==> src/rtl/core_io_pkg.sv <==
// Shared definitions for the core byte I/O paths (transmit and receive).
package core_io_pkg;

  typedef enum logic [1:0] {
    IDLE  = 2'd0,
    START = 2'd1,
    DATA  = 2'd2,
    STOP  = 2'd3
  } tx_state_t;

  localparam int   UART_DATA_BITS       = 8;
  localparam logic TXD_IDLE             = 1'b1;
  // Default bit period; the receive path uses the same constant.
  localparam int   DEFAULT_CLKS_PER_BIT = 434;

endpackage

==> src/rtl/core_out_ser.sv <==
// UART 8N1 serializer: START/DATA/STOP framing with a down-counting baud
// counter. Pops a byte from the upstream buffer when idle or at the end of a
// stop bit, so consecutive frames run back-to-back with no idle gap.
// The idle output reports whether the serializer will be IDLE after the
// current edge, so the parent can register its busy flag without lag.
module core_out_ser
  import core_io_pkg::*;
#(
  parameter int CLKS_PER_BIT = DEFAULT_CLKS_PER_BIT
) (
  input  logic       CLK,
  input  logic       RST_N,
  input  logic       valid,
  input  logic [7:0] data,
  output logic       pop,
  output logic       txd,
  output logic       idle
);

  localparam logic [15:0] RELOAD   = 16'(CLKS_PER_BIT - 1);
  localparam logic [2:0]  LAST_BIT = 3'(UART_DATA_BITS - 1);

  tx_state_t   state, state_nxt;
  logic [15:0] cnt, cnt_nxt;
  logic [2:0]  idx, idx_nxt;
  logic [7:0]  sh, sh_nxt;
  logic        txd_nxt;
  logic        tick;

  assign tick = (cnt == 16'd0);

  // Next-state, next-bit and pop decision for the framing FSM.
  always_comb begin
    state_nxt = state;
    cnt_nxt   = cnt;
    idx_nxt   = idx;
    sh_nxt    = sh;
    txd_nxt   = txd;
    pop       = 1'b0;
    case (state)
      IDLE: begin
        txd_nxt = TXD_IDLE;
        if (valid) begin
          pop       = 1'b1;
          sh_nxt    = data;
          txd_nxt   = 1'b0;
          cnt_nxt   = RELOAD;
          state_nxt = START;
        end
      end
      START: begin
        if (tick) begin
          state_nxt = DATA;
          idx_nxt   = 3'd0;
          txd_nxt   = sh[0];
          cnt_nxt   = RELOAD;
        end else begin
          cnt_nxt = cnt - 16'd1;
        end
      end
      DATA: begin
        if (tick) begin
          cnt_nxt = RELOAD;
          sh_nxt  = sh >> 1;
          if (idx == LAST_BIT) begin
            state_nxt = STOP;
            txd_nxt   = TXD_IDLE;
          end else begin
            idx_nxt = idx + 3'd1;
            txd_nxt = sh[1];
          end
        end else begin
          cnt_nxt = cnt - 16'd1;
        end
      end
      STOP: begin
        if (tick) begin
          if (valid) begin
            pop       = 1'b1;
            sh_nxt    = data;
            txd_nxt   = 1'b0;
            cnt_nxt   = RELOAD;
            state_nxt = START;
          end else begin
            state_nxt = IDLE;
          end
        end else begin
          cnt_nxt = cnt - 16'd1;
        end
      end
      default: state_nxt = IDLE;
    endcase
  end

  assign idle = (state_nxt == IDLE);

  // Control flops; reset aborts any frame and returns the line to idle.
  always_ff @(posedge CLK) begin
    if (!RST_N) begin
      state <= IDLE;
      cnt   <= 16'd0;
      idx   <= 3'd0;
      txd   <= TXD_IDLE;
    end else begin
      state <= state_nxt;
      cnt   <= cnt_nxt;
      idx   <= idx_nxt;
      txd   <= txd_nxt;
    end
  end

  // Shift register holds data only, so it needs no reset.
  always_ff @(posedge CLK) begin
    sh <= sh_nxt;
  end

endmodule

==> src/rtl/core_out_tx.sv <==
// Core byte output path: buffers OUT_WE bytes and sends them as UART 8N1.
// Build option CORE_OUT_FIFO_EN selects a circular FIFO of
// 2**FIFO_DEPTH_LOG2 bytes; without it a single holding register is used.
// OUT_FULL and TX_BUSY are registered and describe the state after each edge.
module core_out_tx
  import core_io_pkg::*;
#(
  parameter int CLKS_PER_BIT    = DEFAULT_CLKS_PER_BIT,
  parameter int FIFO_DEPTH_LOG2 = 4
) (
  input  logic       CLK,
  input  logic       RST_N,
  input  logic       OUT_WE,
  input  logic [7:0] OUT_DATA,
  output logic       OUT_FULL,
  output logic       TX_BUSY,
  output logic       TXD
);

  if (CLKS_PER_BIT < 2 || CLKS_PER_BIT > 65535 ||
      FIFO_DEPTH_LOG2 < 1 || FIFO_DEPTH_LOG2 > 16) begin : g_param_check
    $error("core_out_tx: parameter out of range");
  end

  logic       wr;
  logic       pop;
  logic       nonempty;
  logic       nonempty_nxt;
  logic       full_nxt;
  logic [7:0] head;
  logic       ser_idle;

  // A write is taken only when the registered full flag is clear; a pop in
  // the same cycle does not make room for it.
  assign wr = OUT_WE && !OUT_FULL;

`ifdef CORE_OUT_FIFO_EN
  localparam int CW    = FIFO_DEPTH_LOG2 + 1;
  localparam int DEPTH = 2 ** FIFO_DEPTH_LOG2;

  logic [7:0]                 mem [DEPTH];
  logic [FIFO_DEPTH_LOG2-1:0] wptr, rptr;
  logic [CW-1:0]              count, count_nxt;

  // Occupancy after this edge; simultaneous write and pop cancel out.
  always_comb begin
    count_nxt = count;
    if (wr && !pop)      count_nxt = count + CW'(1);
    else if (!wr && pop) count_nxt = count - CW'(1);
  end

  assign nonempty     = (count != '0);
  assign nonempty_nxt = (count_nxt != '0);
  assign full_nxt     = (count_nxt == CW'(DEPTH));
  assign head         = mem[rptr];

  // Pointers and occupancy; pointers wrap naturally modulo the depth.
  always_ff @(posedge CLK) begin
    if (!RST_N) begin
      wptr  <= '0;
      rptr  <= '0;
      count <= '0;
    end else begin
      if (wr)  wptr <= wptr + FIFO_DEPTH_LOG2'(1);
      if (pop) rptr <= rptr + FIFO_DEPTH_LOG2'(1);
      count <= count_nxt;
    end
  end

  // Storage array; contents are don't-care until written.
  always_ff @(posedge CLK) begin
    if (wr) mem[wptr] <= OUT_DATA;
  end
`else
  logic [7:0] hold;
  logic       hold_vld;

  // Write and pop never coincide here: write needs an empty register and
  // pop needs a full one.
  always_comb begin
    nonempty_nxt = hold_vld;
    if (wr)       nonempty_nxt = 1'b1;
    else if (pop) nonempty_nxt = 1'b0;
  end

  assign nonempty = hold_vld;
  assign full_nxt = nonempty_nxt;
  assign head     = hold;

  // Valid bit of the holding register.
  always_ff @(posedge CLK) begin
    if (!RST_N) hold_vld <= 1'b0;
    else        hold_vld <= nonempty_nxt;
  end

  // Holding register data.
  always_ff @(posedge CLK) begin
    if (wr) hold <= OUT_DATA;
  end
`endif

  core_out_ser #(
    .CLKS_PER_BIT(CLKS_PER_BIT)
  ) u_ser (
    .CLK  (CLK),
    .RST_N(RST_N),
    .valid(nonempty),
    .data (head),
    .pop  (pop),
    .txd  (TXD),
    .idle (ser_idle)
  );

  // Registered status flags computed from the post-edge buffer/FSM state.
  always_ff @(posedge CLK) begin
    if (!RST_N) begin
      OUT_FULL <= 1'b0;
      TX_BUSY  <= 1'b0;
    end else begin
      OUT_FULL <= full_nxt;
      TX_BUSY  <= nonempty_nxt || !ser_idle;
    end
  end

endmodule

==> config.mk <==
export PLATFORM = sky130hd
export DESIGN_NAME = core_out_tx
export DESIGN_NICKNAME = d
export VERILOG_FILES = /design/src/rtl/core_io_pkg.sv /design/src/rtl/core_out_ser.sv /design/src/rtl/core_out_tx.sv
export SDC_FILE = /design/constraint.sdc
export NUM_CORES = 1
export LEC_CHECK = 0
export ABC_AREA = 1
export CAP_MARGIN = 20
export CORE_UTILIZATION = 35
export DETAILED_ROUTE_END_ITERATION = 12
export PLACE_DENSITY = 0.53
export SETUP_SLACK_MARGIN = 0.2
export SYNTH_ARGS = -nofsm -noshare
export SYNTH_HDL_FRONTEND = slang
export SYNTH_SLANG_ARGS = --single-unit
==> constraint.sdc <==
create_clock -name CLK -period 2 [get_ports CLK]
set_input_delay 0.4 -clock CLK [delete_from_list [all_inputs] [get_ports CLK]]
set_output_delay 0.4 -clock CLK [all_outputs]
set_load 0.005 [all_outputs]
=== Yosys cells after proc, flatten, opt, wreduce, memory -nomap -nowiden ===
Index checks and enable logic that the tools add are counted.

* Add/subtract/negate cells: 2
* Equality and inequality tests: 9
* Mux-type cells: 31
* Reduce and logical (&&, ||, !) cells: 13

{| class="wikitable"
|+ Operators with widths
! kind !! count
|-
| $mux 16 || 3
|-
| $pmux 16 s3 || 1
|-
| $mux 8 || 3
|-
| $pmux 8 s3 || 1
|-
| $logic_not 16->1 || 1
|-
| $sub 16x1->16 const B || 1
|-
| $mux 1 || 11
|-
| $mux 2 || 5
|-
| $mux 3 || 3
|-
| $pmux 2 s4 || 1
|-
| $reduce_and 4->1 || 2
|-
| $ne 2x1->1 const B || 3
|-
| $pmux 3 s2 || 1
|-
| $eq 2x2->1 const B || 2
|-
| $logic_not 2->1 || 2
|-
| $ne 2x2->1 const B || 2
|-
| $pmux 1 s4 || 1
|-
| $add 3x1->3 const B || 1
|-
| $eq 3x3->1 const B || 1
|-
| $reduce_and 3->1 || 1
|-
| $reduce_bool 3->1 || 1
|-
| $eq 2x1->1 const B || 1
|-
| $logic_not 1->1 || 2
|-
| $pmux 1 s2 || 1
|-
| 4 further kinds || 4
|}

* Flip-flop bits (word level): 40
* Input port bits: 11
* Output and inout port bits: 3
* Logic and storage cells: 63

=== Depth between registers and ports, before layout ===
* Word-level depth: 7
* Mapped depth: 12
* Mapped depth without buffers: 12

=== By module ===
A second synthesis with hierarchy kept.

* Cells, all modules: 303
* Area total of the unflattened synthesis: 2259.7 sq um

{| class="wikitable"
|+ By module, submodules not included
! module !! instances !! cells an instance !! area an instance (sq um) !! sequential area each (sq um)
|-
| core_out_ser || 1 || 282 || 1935.6 || 680.7
|-
| core_out_tx || 1 || 21 || 324.1 || 280.3
|}

=== Worst setup path before layout ===
No wires, ideal clock.

* Path type: flip-flop to flip-flop
* From: register u_ser.cnt[0]
* To: register u_ser.sh[0], enable pin
* Setup time: 0.360 ns
* Arrival: 1.364 ns
* Setup slack: 0.276 ns
* Cell stages (with the launch flop): 10
* Period minus slack after synthesis: 1.724 ns
* Cells stage by stage: dfxtp_1 inv_1 ha_1 nand2_1 nor2_1 nand2_1 buf_6 o21ai_2 nand2_1 nor2_1

* Longest elaborated chain between the ends: 3
* Elaborated cells between the ends (all ways): 4

{| class="wikitable"
|+ RTL lines
! what !! line !! source
|-
| from (decl) || core_out_ser.sv:24 || <nowiki>logic [15:0] cnt, cnt_nxt;</nowiki>
|-
| from (signal assigned) || core_out_ser.sv:106 || <nowiki>cnt <= cnt_nxt;</nowiki>
|-
| $logic_not 16->1 * || core_out_ser.sv:30 || <nowiki>assign tick = (cnt == 16'd0);</nowiki>
|-
| $ne 2x1->1 (no line) || n/a ||
|-
| $reduce_and 3->1 (no line) * || n/a ||
|-
| to (signal assigned) || core_out_ser.sv:114 || <nowiki>sh <= sh_nxt;</nowiki>
|-
| to (decl) || core_out_ser.sv:26 || <nowiki>logic [7:0] sh, sh_nxt;</nowiki>
|}

Mark *: on every way between the ends. The rest lies on a longest branch, timed or not.
A chain may end at the register's enable or synchronous reset.

=== Worst setup path after layout ===
* From: register OUT_FULL
* To: output OUT_FULL

{| class="wikitable"
|+ RTL lines
! what !! line !! source
|-
| from (decl) || core_out_tx.sv:15 || <nowiki>output logic OUT_FULL,</nowiki>
|-
| from (signal assigned) || core_out_tx.sv:120 || <nowiki>OUT_FULL <= full_nxt;</nowiki>
|}

No word-level cell between the ends.

==> summary.md <==
| Metric | Value |
|---|---|
| R2R Path Start | u_ser.state[0]$_SDFF_PN0_ |
| NumNets Final | 329 |
| Crit-path max cell delay | 0.56 ns |
| Reg2reg end | u_ser.sh[2]$_DFFE_PP_ |
| Worst Hold Launch | u_ser.cnt[1]$_SDFF_PN0_ |
| Sequential share of the synthesized area | 42.2% |
| Total track usage | 15.7% |
| Pwr dens | 1420 nW/µm² |
| Crit share post-route | 85.3% |
| Max Cap Viol | 0 |
| Sink Count | 40 |
| Main combinational cell family by area after synthesis | simple AND/OR/NAND/NOR gates |
| Slew HR | 62.9% |
| CP cell instances | clkdlybuf4s50_1 |
| Post-Syn Nets | 304 |
| Yosys warning count | 0 |
| Most used routing layer | met1 |
| Design Power | 3.81 mW |
| XOR/XNOR share of the synthesized area | 1.16% |
| DP Area | 2540 µm² |
| Worst r2r path cells | 6 |
| Mux contribution to synthesized area | 0% |
| Crit Path Category | flip-flop to primary output |
| H-tree levels | 2 |
| CTS tree | done |
| Post-route antenna net violation count | 0 |
| Final hold vios | 0 |
| Ports | 14 |
| Clock-pin slew on the worst setup and hold paths | 0.08 ns |
| Crit start category | flip-flop |
| CTS Buf Count | 5 |
| DR pass1 iterations | 4 |
| M3 GR Usage | 2.64% |
| Via density per instance | 4.86 |
| Yosys reg bits | 40 |
| Die Wd | 82.6 µm |
| Max clock buf depth | 2 |
| Flop2flop setup slack | 0.36 ns |
| Hold endpoint | u_ser.cnt[1]$_SDFF_PN0_ |
| Clk_lat worst skew | 0.30 ns |
| Layout cell share with drive strength beyond 1 | 20.6% |
| Fillers | 658 |
| Crit. End Element | primary output |
| Setup violators final | 0 |
| Non-filler cells, final | 387 |
| Post-synthesis cell area | 2270 µm² |
| Achievable clock frequency | 0.586 GHz |
| Post-Synthesis Cells | 284 |
| Most frequent cells in the layout | nand2_1, dfxtp_1, a21oi_1 |
| Status | finished clean |
| Number of antenna violations at the first check in global routing | 0 |
| Design area | 2680 µm² |
| Commonest non-fill, non-tap cell in the layout | nand2_1 |
| Critical path peak fanout | 7 |
| Std-Cell Core Area | 6310 µm² |
| Vias in the first global route | 1723 |
| Min-Delay Path Depth | 2 |
| Hold Path Class | flip-flop to flip-flop |
| Family with the most delay on the worst path | buffers and inverters |
| Synth unique cells | 36 |
| CP required | 1.60 ns |
| Slowest cell on crit path | clkdlybuf4s50_1 |
| Slew @ Worst Pin | 0.556 ns |
| Placed cells | 378 |
| HPWL after DPL | 3.62 mm |
| Met2 GRT Util | 22.6% |
| Cell row count | 29 |
| RSZ-0062 raised after global routing | no |
| Compound-Gate Fraction of Synth Area | 13.8% |
| Final Max Tran Viols | 0 |
| First-pass GRT wire length | 8.07 mm |
| Root Driver | clkbuf_8 |
| # DRC | 0 |
| Avg Inst Size Synth | 8.01 µm² |
| Initial core utilization | 36.0% |
| Setup_tns | 0 ns |
| Global routing met1 resource utilization | 23.8% |
| Leak | 1.15 nW |
| Synth-to-layout area growth | 17.8% |
| Antenna diode count | 0 |
| Hold-fix buffers at CTS | 0 |
| Pin count of the biggest net entering global routing | 17 |
| Worst Path Buf+Inv | 1 |
| Buffers on Ports | 13 |
| Simple-gate share of the synthesized area | 31.4% |
| WL/cell | 12.4 µm |
| Routability Congestion | 0.824 |
| Adder-cell share of the synthesized area | 4.95% |
| Post-Route Skew | 0.00864 ns |
| Final wirelength | 4.80 mm |
| Die area | 6830 µm² |
| Die Y | 82.6 µm |
| Peak supply drop | 0.000512 V |
| Final min period | 1.71 ns |
| Via count | 1882 |
| Initial drt markers | 71 |
| GR Overflow Total | 0 |
| Crit path DAT | 1.31 ns |
[Yosys cell counts (all sizes together)]
library cell,instances,area [µm²]
o2111ai,1,8.76
o21a,3,22.5
inv,29,111
o21ai,20,111
nor3,7,51.3
xor2,3,26.3
dfxtp,24,480
a21oi,24,120
a31oi,1,12.5
clkbuf,1,3.75
nor2,33,174
ha,9,113
nand4,2,12.5
nand2,69,287
edfxtp,16,480
o21bai,1,7.51
clkinv,1,3.75
or2,1,6.26
nand3,27,160
o211ai,3,22.5
a21o,1,7.51
nand3b,3,22.5
buf,5,30.0
[sequential cells by signal, summed over array words and instances (netlist names)]
signal and flops:
TX_BUSY 1, u_ser.state 2, head 8, OUT_FULL 1, u_ser.txd 1, u_ser.idx 3, u_ser.cnt 16, u_ser.sh 8
[layer usage]
metal / vias up / wire [µm] / share of wire [%]
met1: 851 / 2490 / 52
met2: 28 / 2100 / 44
met5: - / 0 / 0
met3: 5 / 167 / 3.5
li1: 998 / - / -
met4: 0 / 45 / 0.94
[how the worst max path moves through the flow]
| stage | start | to | slack (ns) | depth (start not counted) |
|---|---|---|---|---|
| after floorplan | u_ser.cnt[0]$_SDFF_PN0_ | u_ser.sh[0]$_DFFE_PP_ | 0.28 | 9 |
| after global placement | u_ser.cnt[0]$_SDFF_PN0_ | u_ser.sh[7]$_SDFFCE_PP0P_ | 0.29 | 7 |
| after detailed placement | u_ser.cnt[0]$_SDFF_PN0_ | u_ser.sh[7]$_SDFFCE_PP0P_ | 0.28 | 7 |
| after CTS | OUT_FULL$_SDFF_PN0_ | OUT_FULL | 0.25 | 1 |
| after global routing | u_ser.cnt[0]$_SDFF_PN0_ | u_ser.sh[2]$_DFFE_PP_ | 0.20 | 9 |
| final | OUT_FULL$_SDFF_PN0_ | OUT_FULL | 0.29 | 1 |
[kinds of logic (layout without fill, tap and decap cells)]
family,count (synthesis),count (layout)
compound gates,54,54
xor+xnor,3,3
fa+ha+maj,9,9
buf+inv,36,62
flops,40,40
simple gates,142,142
[worst register-to-register path: stages, from the launching register on]
cell and delay [ns]:
dfxtp_1 0.35, inv_1 0.17, ha_2 0.32, buf_4 0.19, nor2_1 0.07, nor2_1 0.10
buf_4 0.16
[final cells by class]
class / instances / area (µm²) / area share (%)
Multi-Input combinational cell: 208 / 1170 / 43.8
Timing Repair Buffer: 24 / 213 / 7.94
Inverter: 30 / 119 / 4.44
Clock inverter: 3 / 47.5 / 1.77
Sequential cell: 40 / 961 / 35.9
Tap cell: 77 / 96.3 / 3.59
Clock buffer: 5 / 68.8 / 2.57
[per-stage QoR]
stage	setup slack, ns	hold slack, ns	util [%]
floorplan	0.276	0.445	-
global placement	0.290	0.463	40.3
detailed placement	0.278	0.467	40.3
CTS	0.253	0.487	42.1
global route	0.205	0.507	42.4
finish	0.295	0.482	42.4
[what timing repair did]
item                                    4_1_cts  5_1_grt
endpoints found under the setup margin        0       19
gates resized for setup                       0        7
buffers inserted                              0        1
[power breakdown]
part	total, mW	internal [mW]	leakage [nW]	switching [mW]
logic	1.98	0.745	0.743	1.24
registers	1.15	1.03	0.350	0.122
clock network	0.679	0.376	0.0583	0.303
No activity file was read; power rests on OpenSTA's default activity.
